$ cat src/rtl/unary_dot_accum.sv
// -----------------------------------------------------------------------------
// unary_dot_accum
//
// Receive-side decoder for the unary product fabric. Each cycle the adder tree
// presents a popcount of the product lanes currently emitting a '1'. Summed
// over a run, these counts form the binary dot product. This block integrates
// the counts from launch until the fabric reports completion. A run that never
// completes is cut off after TIMEOUT counted cycles. The result saturates at
// 2^ACC_W-1 and is handed downstream over a valid/ready handshake.
//
// Ports
//   clk          clock
//   reset        synchronous, active-high reset
//   start        one-cycle launch pulse (coincident with in_rdy to the lanes)
//   count        per-cycle adder-tree sum
//   stream_done  fabric completion, all lanes finished
//   out_valid    result available
//   out_ready    downstream accepts the result
//   out_data     accumulated dot product
//   overflow     result saturated, qualified by out_valid
//   timeout      run ended by the cycle limit, qualified by out_valid
//   busy         high while accumulating or holding a result
// -----------------------------------------------------------------------------
module unary_dot_accum #(
   parameter int NUM_PRODS = 16,
   parameter int TREE_W    = $clog2(NUM_PRODS + 1),
   parameter int ACC_W     = 12,
   parameter int TIMEOUT   = 512,
   parameter int TMR_W     = $clog2(TIMEOUT + 1)
) (
   input  logic              clk,
   input  logic              reset,
   input  logic              start,
   input  logic [TREE_W-1:0] count,
   input  logic              stream_done,
   output logic              out_valid,
   input  logic              out_ready,
   output logic [ACC_W-1:0]  out_data,
   output logic              overflow,
   output logic              timeout,
   output logic              busy
);

   typedef enum logic [1:0] {
      S_IDLE  = 2'd0,
      S_ACCUM = 2'd1,
      S_HOLD  = 2'd2
   } state_t;

   localparam logic [ACC_W-1:0] ACC_MAX  = {ACC_W{1'b1}};
   localparam logic [TMR_W-1:0] TMR_LAST = TMR_W'(TIMEOUT - 1);

   state_t             state_q, state_d;
   logic [ACC_W-1:0]   acc_q, acc_d;
   logic [TMR_W-1:0]   timer_q, timer_d;
   logic               ovf_q, ovf_d;
   logic               tmo_q, tmo_d;
   logic               valid_q, valid_d;
   logic               busy_q, busy_d;
   logic [ACC_W:0]     sum;

   // One extra bit of headroom. The tree contributes far less than 2^ACC_W per
   // cycle, so the carry bit alone signals that the true sum passed the
   // maximum.
   assign sum = {1'b0, acc_q} + (ACC_W + 1)'(count);

   always_ff @(posedge clk) begin
      if (reset) begin
         state_q <= S_IDLE;
         acc_q   <= '0;
         timer_q <= '0;
         ovf_q   <= 1'b0;
         tmo_q   <= 1'b0;
         valid_q <= 1'b0;
         busy_q  <= 1'b0;
      end else begin
         state_q <= state_d;
         acc_q   <= acc_d;
         timer_q <= timer_d;
         ovf_q   <= ovf_d;
         tmo_q   <= tmo_d;
         valid_q <= valid_d;
         busy_q  <= busy_d;
      end
   end

   always_comb begin
      state_d = state_q;
      acc_d   = acc_q;
      timer_d = timer_q;
      ovf_d   = ovf_q;
      tmo_d   = tmo_q;
      valid_d = valid_q;
      busy_d  = busy_q;

      case (state_q)
         S_IDLE: begin
            if (start) begin
               acc_d   = '0;
               timer_d = '0;
               ovf_d   = 1'b0;
               tmo_d   = 1'b0;
               busy_d  = 1'b1;
               state_d = S_ACCUM;
            end
         end

         S_ACCUM: begin
            // The final cycle is counted too, whether it ends by completion
            // or by the cycle limit.
            timer_d = timer_q + 1'b1;
            if (sum[ACC_W]) begin
               acc_d = ACC_MAX;
               ovf_d = 1'b1;
            end else begin
               acc_d = sum[ACC_W-1:0];
            end
            if (stream_done) begin
               valid_d = 1'b1;
               state_d = S_HOLD;
            end else if (timer_q == TMR_LAST) begin
               tmo_d   = 1'b1;
               valid_d = 1'b1;
               state_d = S_HOLD;
            end
         end

         S_HOLD: begin
            // Result and flags stay frozen until accepted. A start that
            // arrives without acceptance is dropped.
            if (valid_q && out_ready) begin
               valid_d = 1'b0;
               if (start) begin
                  // Back-to-back run: the next count arrives the following
                  // cycle.
                  acc_d   = '0;
                  timer_d = '0;
                  ovf_d   = 1'b0;
                  tmo_d   = 1'b0;
                  state_d = S_ACCUM;
               end else begin
                  busy_d  = 1'b0;
                  state_d = S_IDLE;
               end
            end
         end

         default: begin
            state_d = S_IDLE;
            valid_d = 1'b0;
            busy_d  = 1'b0;
         end
      endcase
   end

   assign out_valid = valid_q;
   assign out_data  = acc_q;
   assign overflow  = ovf_q;
   assign timeout   = tmo_q;
   assign busy      = busy_q;

endmodule

$ cat config.mk
export PLATFORM = sky130hd
export DESIGN_NAME = unary_dot_accum
export DESIGN_NICKNAME = d
export VERILOG_FILES = /design/src/rtl/unary_dot_accum.sv
export SDC_FILE = /design/constraint.sdc
export NUM_CORES = 1
export LEC_CHECK = 0
export CORE_UTILIZATION = 55
export CTS_BUF_LIST = sky130_fd_sc_hd__clkbuf_2 sky130_fd_sc_hd__clkbuf_4 sky130_fd_sc_hd__clkbuf_8
export CTS_CLUSTER_SIZE = 8
export DETAILED_ROUTE_END_ITERATION = 7
export GPL_ROUTABILITY_DRIVEN = 0
export PLACE_DENSITY_LB_ADDON = 0.12
export SYNTH_ARGS = -nofsm -noshare
export SYNTH_HDL_FRONTEND = slang
export SYNTH_SLANG_ARGS = --single-unit
$ cat constraint.sdc
create_clock -name clk -period 4.4 [get_ports clk]
set_clock_uncertainty 0.05 [all_clocks]
set_input_delay 0.66 -clock clk [delete_from_list [all_inputs] [get_ports clk]]
set_output_delay 0.66 -clock clk [all_outputs]
set_load 0.005 [all_outputs]
==> results of run 1 <==
==> worst min-delay path: cells and delay by family (launching register included) <==
family           cells  cell delay (ps)
AO/OA/AOI/OAI        1               50
AND/OR/NAND/NOR      1               70
flip-flops           1              360
==> cell usage after synthesis (3+ instances only) <==
cell                        count  area, um^2
sky130_fd_sc_hd__ha_1           6        75.1
sky130_fd_sc_hd__dfxtp_1       28         561
sky130_fd_sc_hd__nor2b_1        3        18.8
sky130_fd_sc_hd__buf_2          4        20.0
sky130_fd_sc_hd__inv_1          3        11.3
sky130_fd_sc_hd__a21oi_1       20         100
sky130_fd_sc_hd__a31oi_1        3        18.8
sky130_fd_sc_hd__o21ai_0        8        40.0
sky130_fd_sc_hd__buf_4          3        22.5
sky130_fd_sc_hd__a211oi_1       4        30.0
sky130_fd_sc_hd__or4_1          6        45.0
sky130_fd_sc_hd__nand2_1       17        63.8
sky130_fd_sc_hd__nand2b_1       4        25.0
sky130_fd_sc_hd__o31ai_1        3        22.5
sky130_fd_sc_hd__nor2_1        18        67.6
sky130_fd_sc_hd__xnor2_1        4        35.0
sky130_fd_sc_hd__o211ai_1       4        30.0
sky130_fd_sc_hd__nand3_1        8        40.0
sky130_fd_sc_hd__a2111oi_0      3        26.3
==> routing by layer <==
layer,GRT usage (%),up-vias
li1,-,765
met1,35.2,730
met2,42.9,40
met3,3.00,2
met4,8.01,0
met5,0,-
==> registers in the layout, indices dropped and copies added (netlist names) <==
register and cells:
timer_q 10, out_data 12, busy 1, timeout 1, state_q 2, out_valid 1
overflow 1
==> path summary, 6_finish.rpt <==
path / from / cells after the start / end / slack, ps
setup / recovery: count[0] / 7 / out_data[11] / 1580
hold / removal: timeout / 2 / timeout / 450
setup reg to reg: out_data[0] / 6 / out_data[11] / 1960
hold reg to reg: timeout / 2 / timeout / 450
==> layout make-up <==
cell class / count / area (um^2)
timing repair buffer: 25 / 250
fill: 245 / 898
sequential: 28 / 561
tap: 31 / 38.8
inverter: 3 / 11.3
multi-input combinational: 151 / 1000
clock buffer: 3 / 22.5
==> power breakdown <==
part           internal, mW  switching (mW)  leakage (nW)
clock                0.0321          0.0751        0.0138
combinational        0.0396          0.0497         0.400
sequential            0.260         0.00862         0.227
total                 0.332           0.133         0.641
==> through the flow <==
stage | hold WS (ps) | util [%] | setup slack (ps) | cells | power (mW)
5_1_grt | 485 | 67.7 | 1350 | 241 | 0.489
2_1_floorplan | 396 | - | 2010 | 191 | 0.333
4_1_cts | 458 | 67.7 | 1600 | 241 | 0.467
6_report | 450 | 67.7 | 1580 | 241 | 0.466
3_5_place_dp | 422 | 66.9 | 1230 | 238 | 0.363
3_3_place_gp | 401 | 66.9 | 1310 | 238 | 0.359
==> cells by family after synthesis <==
logic type | count (synthesis) | synth area share (%)
AO/OA/AOI/OAI | 68 | 29.1
XOR/XNOR | 5 | 2.70
buffers and inverters | 12 | 3.78
adder cells (fa/ha/maj) | 7 | 5.86
AND/OR/NAND/NOR | 71 | 24.0
flip-flops | 28 | 34.6
==> impl_summary.md, run 1 <==
Run status
The flow ran to the end, and the final reports show no timing, DRC or antenna violations.

Logic synthesis
Counting flops and latches in the post-synthesis netlist gives 28. Sequential cells were found to cover roughly a third of the synthesized design area. Dividing the synthesized area by the synthesized cell count gives roughly 8.5 um^2.

During synthesis, Yosys emitted a total of 0 warnings. The synthesized netlist cell count is about 190. The synthesized netlist occupies a cell area of 1620 um^2. The most used flip-flop cell after synthesis is sky130_fd_sc_hd__dfxtp_1. The number of nets handed over by synthesis was 208. Counting flops with an async set or reset pin after synthesis yields a share of 0%. Synthesis instantiated 50 different standard cells from the library. The number of enable flip-flop cells after synthesis is 0.

Route
In this run the top signal layer used is met4. The total vias in the final route is roughly 1500. Summed over all nets, wire length on met3 after detailed routing comes to roughly 140 um. After detailed routing, the number of remaining DRC violations is 0.

The count of nets left with antenna violations once routing finished came out at 0. After detailed routing, the average wire length per cell comes to about 16 um. Using the TritonRoute via totals, the vias-per-cell ratio works out to 6.38. The violation count after the first detailed-routing iteration is 64.

The final wirelength is between 3000 and 4000 um. Summed over all nets, wire length on met2 after detailed routing comes to 1930 um. The routed metal-1 wirelength is between 1500 and 2000 um.

The number of search-and-repair iterations in the first detailed-routing pass is 4.

Finish
Cells with a size suffix above 1 make up 5.71% of the layout. The net total in the final layout is approximately 230. The finished cells cover 1880 um^2. In the layout the commonest cells are 28 x sky130_fd_sc_hd__dfxtp_1, 25 x sky130_fd_sc_hd__clkdlybuf4s50_1, 20 x sky130_fd_sc_hd__a21oi_1. The antenna diode instance count is 0. Leaving out fill and tap cells, the most frequent cell in the layout is sky130_fd_sc_hd__dfxtp_1. The signed area change from the synthesized netlist to the final layout is 16.1%.

STA
Setup repair after global routing left no endpoint under its margin. Dividing the final minimum period by the clock period gives approximately 64%. The clock period could shrink to ~2800 ps. The relative max-transition margin is about two fifths. The transition time at the pin with the least slew margin is about 920 ps.

The count of pins over their slew limit is 0. Setup violations remaining at the end of the flow were counted as 0. After routing, the total negative slack on setup checks comes to 0 ps. The maximum achievable frequency is ~350 MHz.

The final-report hold violation count is 0.

Clock network
The CTS root buffer is sky130_fd_sc_hd__clkbuf_4. The number of H-tree branching levels is 1. In this run, CTS created clock tree buffers numbering 3.

The clock passes through at most 2 buffers. For this design, the CTS-stage hold fixing added 0 buffers. The clock tree from TritonCTS is done. After clock tree synthesis, the setup repair step added 0 buffers. After clock tree synthesis, the clock-pin slew on the worst setup and hold paths is 150 ps. After clock tree synthesis, the repair step resized 0 gates.

The clock reaches the later pin of the worst-skew pair after between 300 and 400 ps. The number of clock sinks is 28.

Global route
The number of antenna violations at the first check in global routing is 0. Across every metal layer, demand over resource in global routing totals roughly a quarter. The sum of overflow across all layers after global routing is 0. The first global-routing pass estimated about 6600 um of wire.

The number of global-route vias before repair is approximately 1500. Entering global routing, the biggest net connects 18 pins.

Power
In this run the power density over the cells is around 250 nW/um^2. Across the VDD grid, the largest voltage drop is 0.194 mV. The leakage power summed over all cells is 0.641 nW.

Floorplanning
The die covers 3170 um^2. After floorplanning, the core was sized to cover 2780 um^2. The number of rows created at floorplan is 19. The die is roughly 56 um wide.

The die outline height is roughly 56 um. The boundary pin count is 26. For this configuration, the core starts out at a cell density of slightly below 60%.

Setup path
The signal on the critical path passes through clkdlybuf4s50_1 -> ha_1 -> fa_1 -> a211oi_1 -> o21bai_1 -> o311ai_0 -> nand3_1. The critical path arrival is about 3000 ps. In this design, the largest share of critical-path delay is due to compound AO/OA/AOI/OAI gates. The startpoint type of the worst setup path is a primary input. The critical path is of the in2reg type.

In this design, the stage delay of the slowest critical-path cell is about 400 ps. The buffer and inverter count on the worst path is 1. For this design, the slowest cell found on the critical path is sky130_fd_sc_hd__clkdlybuf4s50_1.

The worst setup path is captured at a flip-flop. The largest fanout on the critical path is 14. The required time of the worst setup path is approximately 4600 ps.

Min path
The worst hold path class is reg2reg.

Placed design
The quantity of I/O buffers inserted on ports is 25. The HPWL after detailed placement is between 2000 and 3000 um. The placed instance area is roughly 1900 um^2.

Run
Across the run, the number of max-cap violations was 0.
No activity file was read; power rests on OpenSTA's default activity.
==> run 2, diff against run 1 <==
clock period = 2.65 ns   (was 4.4 ns; I/O delays follow)
==> impl_summary.md, run 2 (same netlist as run 1, synthesis figures left out) <==
Run status
The flow ran to the end, and the final reports show no timing, DRC or antenna violations.

Finish
The count of fill cells added during filler insertion is 234 (-4.5%). The leading cell type in the layout, fill and taps excluded is sky130_fd_sc_hd__dfxtp_1. The antenna diode instance count is 0 (unchanged). The multi-input combinational cell area is 1000 um^2 (unchanged). The fraction of the core area covered by cells at the end of the flow came to 69.1% (+1.3 points). The share of cells above drive strength 1 is 7.91% (+2.2 points). The net total in the final layout is 234 (+2.2%). The number of flip-flops under the largest register name is 12 (unchanged).

The post-route non-filler standard cell count is 246 (+2.1%). The area taken by flip-flops and latches was 561 um^2 (unchanged). The library cells used most frequently in the layout, excluding fill and tap cells, are 28 x sky130_fd_sc_hd__dfxtp_1, 25 x sky130_fd_sc_hd__clkdlybuf4s50_1, 20 x sky130_fd_sc_hd__a21oi_1. Relative to the synthesized area, the layout overhead comes to 18.4%.

Setup path
The buffer and inverter count on the worst path is 2 (+1). The highest-delay cell along the critical path is sky130_fd_sc_hd__clkdlybuf4s50_1. The critical path arrival is 2530 ps (-460 ps). The depth of the worst register-to-register path came to 7 (+1). The largest fanout on the critical path is 8 (-6).

The worst setup path is launched from a primary input. The worst setup path is of the in2reg kind. The maximum single-stage delay on the critical path is 410 ps (about the same). The required time of the worst setup path is 2830 ps (-1740 ps). The flop-to-flop setup slack is 440 ps (-1520 ps). The largest delay contributor family on the critical path is compound AO/OA/AOI/OAI gates. The startpoint of the lowest-slack register-to-register path is out_data[0]. The worst setup path is captured at a flip-flop. The worst register-to-register path ends at out_data[5]. Walking the worst path, the cells encountered are clkdlybuf4s50_1 -> ha_1 -> fa_1 -> a211oi_1 -> o21bai_1 -> buf_4 -> a2bb2oi_1 -> o32ai_1.

Route
The violation count after the first detailed-routing iteration came to 48 (-25%). The final wirelength is 3770 um (-1.4%). The total vias in the final route came to 1569 (+2.1%). The number of remaining DRC errors is 0 (unchanged). The number of search-and-repair iterations in the first detailed-routing pass is 4 (unchanged).

The mean number of vias per cell came to 6.38 (about the same). The routed length per placed instance came to 15.3 um (-3.4%). The remaining number of nets flagged by the antenna check after routing is 0 (unchanged).

Placed design
The post-DP HPWL is 2800 um (about the same). The quantity of I/O buffers inserted on ports is 25 (unchanged). The number of placed instances, taps included came to 243 (+2.1%). The post-placement worst setup slack came to -54.4 ps (-1280 ps).

STA
After layout, the minimum clock period comes to about 2400 ps. The worst hold margin came to 441 ps (-9.08 ps). The final worst slack is 299 ps (-1280 ps). The final-report hold violation count was 0 (unchanged). The final setup violation count was 0 (unchanged). The count of pins over their slew limit is 0 (unchanged). The setup TNS came to 0 ps (unchanged). The relative max-transition margin is 60.2% (+22 points). The share of the clock period used by the worst path is between 80% and 90%. Setup repair after global routing left no endpoint under its margin. Static timing analysis puts the maximum clock frequency at roughly 430 MHz. The transition time at the pin with the least slew margin is 597 ps (-326 ps).

Floorplanning
The number of rows created at floorplan is 19 (unchanged). The initial core utilization came to 58.3% (unchanged). The die outline height came to 56.3 um (unchanged). The full die area came to 3170 um^2 (unchanged). The boundary pin count is 26 (unchanged). The x dimension of the die was 56.3 um (unchanged). The core area is 2780 um^2 (unchanged).

Clock network
The deepest clock path buffer count came to 2 (unchanged). The clock edge transition at the registers on the reported setup and hold paths came to 150 ps (about the same). The CTS buffer count is 3 (unchanged). The number of gates resized after cts was 0 (unchanged).

The clock tree from TritonCTS is done. The cell sitting at the root of the clock tree is a sky130_fd_sc_hd__clkbuf_4. The number of buffers added to fix hold violations after cts is 0 (unchanged). The number of clock sinks is 28 (unchanged). The number of H-tree branching levels is 1 (unchanged). The post-CTS setup repair buffer count is 0 (unchanged).

The clock network latency to the later pin of the worst-skew pair is 320 ps (about the same).

Power
The areal power density over the cells came to 404 nW/um^2 (+63%). The peak supply drop is 0.319 mV (+64%). The leakage power summed over all cells was 0.666 nW (+3.9%).

Min path
The min-delay analysis places its worst path in the category reg2reg. The worst hold path cell count is 2 (unchanged). The worst hold path begins at timer_q[9]. The worst hold endpoint is timer_q[9].

Global route
The number of antenna violations at the first check in global routing is 0 (unchanged). The pin count of the biggest net entering global routing is 18 (unchanged). The sum of overflow across all layers after global routing is 0 (unchanged).

The wire length of the first global-routing pass was 6400 um (-2.8%). The all-layer global routing usage is 24.9% (-0.94 points). The number of global-route vias before repair came to 1531 (+5.4%).

Run
The count of max-cap constraint violations is 0 (unchanged).
run 2: metal layers:
layer / GRT usage [%] / routed length [um] / vias to the layer above
met5: 0 / 0 / -
met1: 30.3 / 1740 / 744
met3: 3.46 / 120 / 6
met4: 9.06 / 55 / 0
li1: - / - / 778
met2: 44.4 / 1850 / 41
run 2: how the worst max path moves through the flow:
stage             start      endpoint  slack [ps]  depth (start not counted)
3_3_place_gp   count[0]   out_data[8]          40                          8
5_1_grt        count[0]   out_data[5]         150                          8
2_1_floorplan  count[0]   out_data[7]         520                          7
4_1_cts        count[0]   out_data[5]         300                          8
6_report       count[0]   out_data[5]         300                          8
3_5_place_dp   count[0]  out_data[11]         -50                          7
run 2: worst min-delay path, stage by stage (launching register included):
cell and delay, ps:
sky130_fd_sc_hd__dfxtp_1 350, sky130_fd_sc_hd__o31ai_1 60, sky130_fd_sc_hd__a21oi_1 50
run 2: per-stage QoR:
| stage | total power [mW] | instance area (um^2) |
|---|---|---|
| after global routing | 0.812 | 1920 |
| after detailed placement | 0.609 | 1900 |
| final | 0.776 | 1920 |
| after floorplan | 0.553 | 1620 |
| after CTS | 0.780 | 1920 |
| after global placement | 0.603 | 1900 |
run 2: power breakdown:
part	switching, mW	total (mW)	internal (mW)
sequential	0.0144	0.447	0.432
combinational	0.0839	0.155	0.0712
clock	0.121	0.174	0.0533
total	0.219	0.776	0.557
run 2: cell type report:
cell class                 instances  share of cell area (%)
inverter                           3                   0.586
multi-input combinational        151                    52.1
sequential                        28                    29.2
clock buffer                       3                    1.17
tap                               31                    2.02
timing repair buffer              30                    15.0
==> run 3, diff against run 2 <==
ABC_AREA = 1   (was unset)
==> impl_summary.md, run 3 <==
Global route
The sum of overflow across all layers after global routing is 0 (unchanged). The all-layer global routing usage came to 23.9% (-1.0 points). The number of antenna violations at the first check in global routing is 0 (unchanged). The wire length of the first global-routing pass came to 6370 um (-0.55%). The pin count of the biggest net entering global routing is 20 (+2). The number of global-route vias before repair is 1509 (-1.4%).

STA
The final-report hold violation count was 0 (unchanged). The count of pins over their slew limit came to 0 (unchanged). The final period demand of the worst path is 2220 ps (-133 ps). The worst hold margin is 441 ps (+0.572 ps). The transition time at the pin with the least slew margin is 423 ps (-173 ps). The final setup violation count is 0 (unchanged). The share of the clock period used by the worst path is 83.7% (-5.0 points). The maximum achievable frequency came to 451 MHz (+6.0%).

The relative max-transition margin was 71.7% (+12 points). The setup TNS was 0 ps (unchanged). Setup repair after global routing left no endpoint under its margin. The final worst slack is 432 ps (+133 ps).

Finish
The net total in the final layout was 299 (+28%). The share of cells above drive strength 1 is 8.90% (+0.99 points). The final design instance area without fill is 2050 um^2 (+6.9%). The leading cell type in the layout, fill and taps excluded is sky130_fd_sc_hd__nand2_1. The signed area change from the synthesized netlist to the final layout is 18.5% (about the same).

The antenna diode instance count was 0 (unchanged). The number of flip-flops under the largest register name is 12 (unchanged). In the layout the commonest cells are 69 x sky130_fd_sc_hd__nand2_1, 30 x sky130_fd_sc_hd__nand3_1, 28 x sky130_fd_sc_hd__dfxtp_1.

Floorplanning
The die outline height is 58.1 um (+3.3%). The x dimension of the die was 58.1 um (+3.3%). The number of rows created at floorplan is 20 (+1). The boundary pin count is 26 (unchanged). The initial core utilization is 57.2% (-1.1 points). The full die area is 3380 um^2 (+6.6%).

The core area is 3030 um^2 (+8.9%).

Clock network
The clock network latency to the later pin of the worst-skew pair is 330 ps (about the same). The post-CTS setup repair buffer count was 0 (unchanged). The CTS buffer count was 3 (unchanged). The number of gates resized after cts came to 0 (unchanged). The number of clock sinks is 28 (unchanged). The deepest clock path buffer count is 2 (unchanged).

The tree is rooted in a sky130_fd_sc_hd__clkbuf_4. The number of H-tree branching levels is 1 (unchanged). The number of buffers added to fix hold violations after cts is 0 (unchanged).

The clock edge transition at the registers on the reported setup and hold paths came to 150 ps (about the same). TritonCTS built the clock tree.

Route
The violation count after the first detailed-routing iteration was 99 (+110%). The routed length per placed instance is 11.8 um (-23%). The total vias in the final route came to 1726 (+10%).

The remaining number of nets flagged by the antenna check after routing is 0 (unchanged). The uppermost layer routed is met4. The routed metal-1 wirelength is 1900 um (+8.7%). The final wirelength is 3840 um (+2.1%). The detailed-routed wire length on met2 is 1790 um (-3.0%).

The number of search-and-repair iterations in the first detailed-routing pass is 4 (unchanged). The amount of wire on met3 after detailed routing is 136 um (+13%). The mean number of vias per cell is 5.31 (-17%). The number of remaining DRC errors came to 0 (unchanged).

Logic synthesis
The dominant synthesized flop cell is sky130_fd_sc_hd__dfxtp_1. Yosys attributes the largest share of cell area to sky130_fd_sc_hd__dfxtp_1 32%, sky130_fd_sc_hd__nand2_1 15%, sky130_fd_sc_hd__nand3_1 8.7%, sky130_fd_sc_hd__a21oi_1 7.2%, sky130_fd_sc_hd__nor2_1 4.8%. The average footprint of a synthesized cell was 6.77 um^2 (-20%). The number of nets produced by synthesis came to 273 (+31%).

Among all cell types in the netlist, the one instantiated most often is sky130_fd_sc_hd__nand2_1. Of all cell types, the one taking the most synthesized area is sky130_fd_sc_hd__dfxtp_1. After synthesis, the most frequently instantiated cells are 69 x sky130_fd_sc_hd__nand2_1, 30 x sky130_fd_sc_hd__nand3_1, 28 x sky130_fd_sc_hd__dfxtp_1. The synthesized netlist cell count was 256 (+34%). The async set or reset register ratio after synthesis is 0% (unchanged). The count of distinct cell types in the synthesized netlist is 32 (-36%). The total of flip-flops plus latches after synthesis is 28 (unchanged).

The portion of synthesized cell area occupied by the leading cell type came to 32.3% (-2.2 points). The fraction of the yosys area taken by sequential cells is 32.3% (-2.2 points). The number of enable flip-flop cells after synthesis is 0 (unchanged). The total of warnings raised by yosys is 0 (unchanged). The synthesized cell area is 1730 um^2 (+6.9%).

Power
The areal power density over the cells is 483 nW/um^2 (+20%). The peak supply drop is 0.398 mV (+25%). The leakage power summed over all cells is 0.824 nW (+24%).

Run status
The run finished with clean final reports.

Min path
The worst hold path class is reg2reg.

Setup path
The category of the worst setup path capture point is a flip-flop. The startpoint type of the worst setup path is a primary input. The critical path arrival came to 2400 ps (-130 ps). The critical path class is in2reg. The required time of the worst setup path was 2830 ps (about the same). The largest fanout on the critical path is 7 (-1).

Placed design
The post-placement worst setup slack is 99.7 ps (+154 ps). The placed instance area is 2020 um^2 (+6.3%). The quantity of I/O buffers inserted on ports is 25 (unchanged).

The post-DP HPWL is 2890 um (+3.0%).

Run
The count of max-cap constraint violations is 0 (unchanged).
==> run 3: changes by cell type in the layout (fill, tap and decap cells not counted), moves of 4 or more <==
cell,previous run,this run
sky130_fd_sc_hd__xnor2_1,4,0
sky130_fd_sc_hd__nand2_4,0,4
sky130_fd_sc_hd__inv_1,3,20
sky130_fd_sc_hd__or4_1,6,0
sky130_fd_sc_hd__nor3_1,1,5
sky130_fd_sc_hd__o21ai_0,8,14
sky130_fd_sc_hd__nand2_1,17,69
sky130_fd_sc_hd__a21oi_1,20,25
sky130_fd_sc_hd__nand3_1,8,30
sky130_fd_sc_hd__inv_2,0,4
sky130_fd_sc_hd__nand2b_1,4,0
sky130_fd_sc_hd__buf_4,5,1
sky130_fd_sc_hd__nor2_1,18,22
==> run 3: kinds of logic after synthesis <==
family,share of synthesized area (%)
AOI/OAI and AO/OA,13.9
DFF,32.3
buffers and inverters,7.22
xor gates and xnor gates,1.52
and+or+nand+nor,39.6
adders and majority gates,5.49
==> run 3: worst paths after layout <==
| check | to | slack [ps] | start | cells after the start |
|---|---|---|---|---|
| worst max-delay path | out_data[7] | 430 | count[0] | 11 |
| worst min-delay path | timer_q[8] | 440 | timer_q[8] | 2 |
| worst max register to register | out_data[7] | 570 | out_data[0] | 10 |
| worst min register to register | timer_q[8] | 440 | timer_q[8] | 2 |
==> run 3: layout make-up <==
class,count,area (um^2)
Multi-Input combinational cell,198,1050
Fill cell,300,975
Sequential cell,28,561
Timing Repair Buffer,26,258
Inverter,25,96.3
Tap cell,44,55.1
Clock buffer,4,36.3
==> run 3: layer usage <==
layer | track usage [%] | vias up
li1 | - | 897
met1 | 32.6 | 782
met2 | 40.1 | 45
met3 | 2.68 | 2
met4 | 6.12 | 0
met5 | 0 | -
==> run 3: power breakdown <==
part | switching [mW] | internal, mW | leakage [nW]
Sequential | 0.0332 | 0.447 | 0.227
Clock | 0.123 | 0.0841 | 0.0210
Combinational | 0.186 | 0.118 | 0.576
==> run 3: stage by stage <==
stage	util, %	cells	power [mW]
detailed placement	66.6	321	0.790
global placement	66.6	321	0.787
global route	67.8	325	1.05
floorplan	-	256	0.701
finish	67.8	325	0.992
CTS	67.8	325	0.998
==> run 3: worst max-delay path: stages <==
cell,delay [ps]
sky130_fd_sc_hd__clkdlybuf4s50_1,400
sky130_fd_sc_hd__ha_1,270
sky130_fd_sc_hd__fa_1,450
sky130_fd_sc_hd__nand3_1,110
sky130_fd_sc_hd__nand3_1,100
sky130_fd_sc_hd__nand2_1,70
sky130_fd_sc_hd__nand2_1,90
sky130_fd_sc_hd__nand2_2,150
sky130_fd_sc_hd__inv_2,80
sky130_fd_sc_hd__o21ai_0,190
sky130_fd_sc_hd__a21oi_1,100
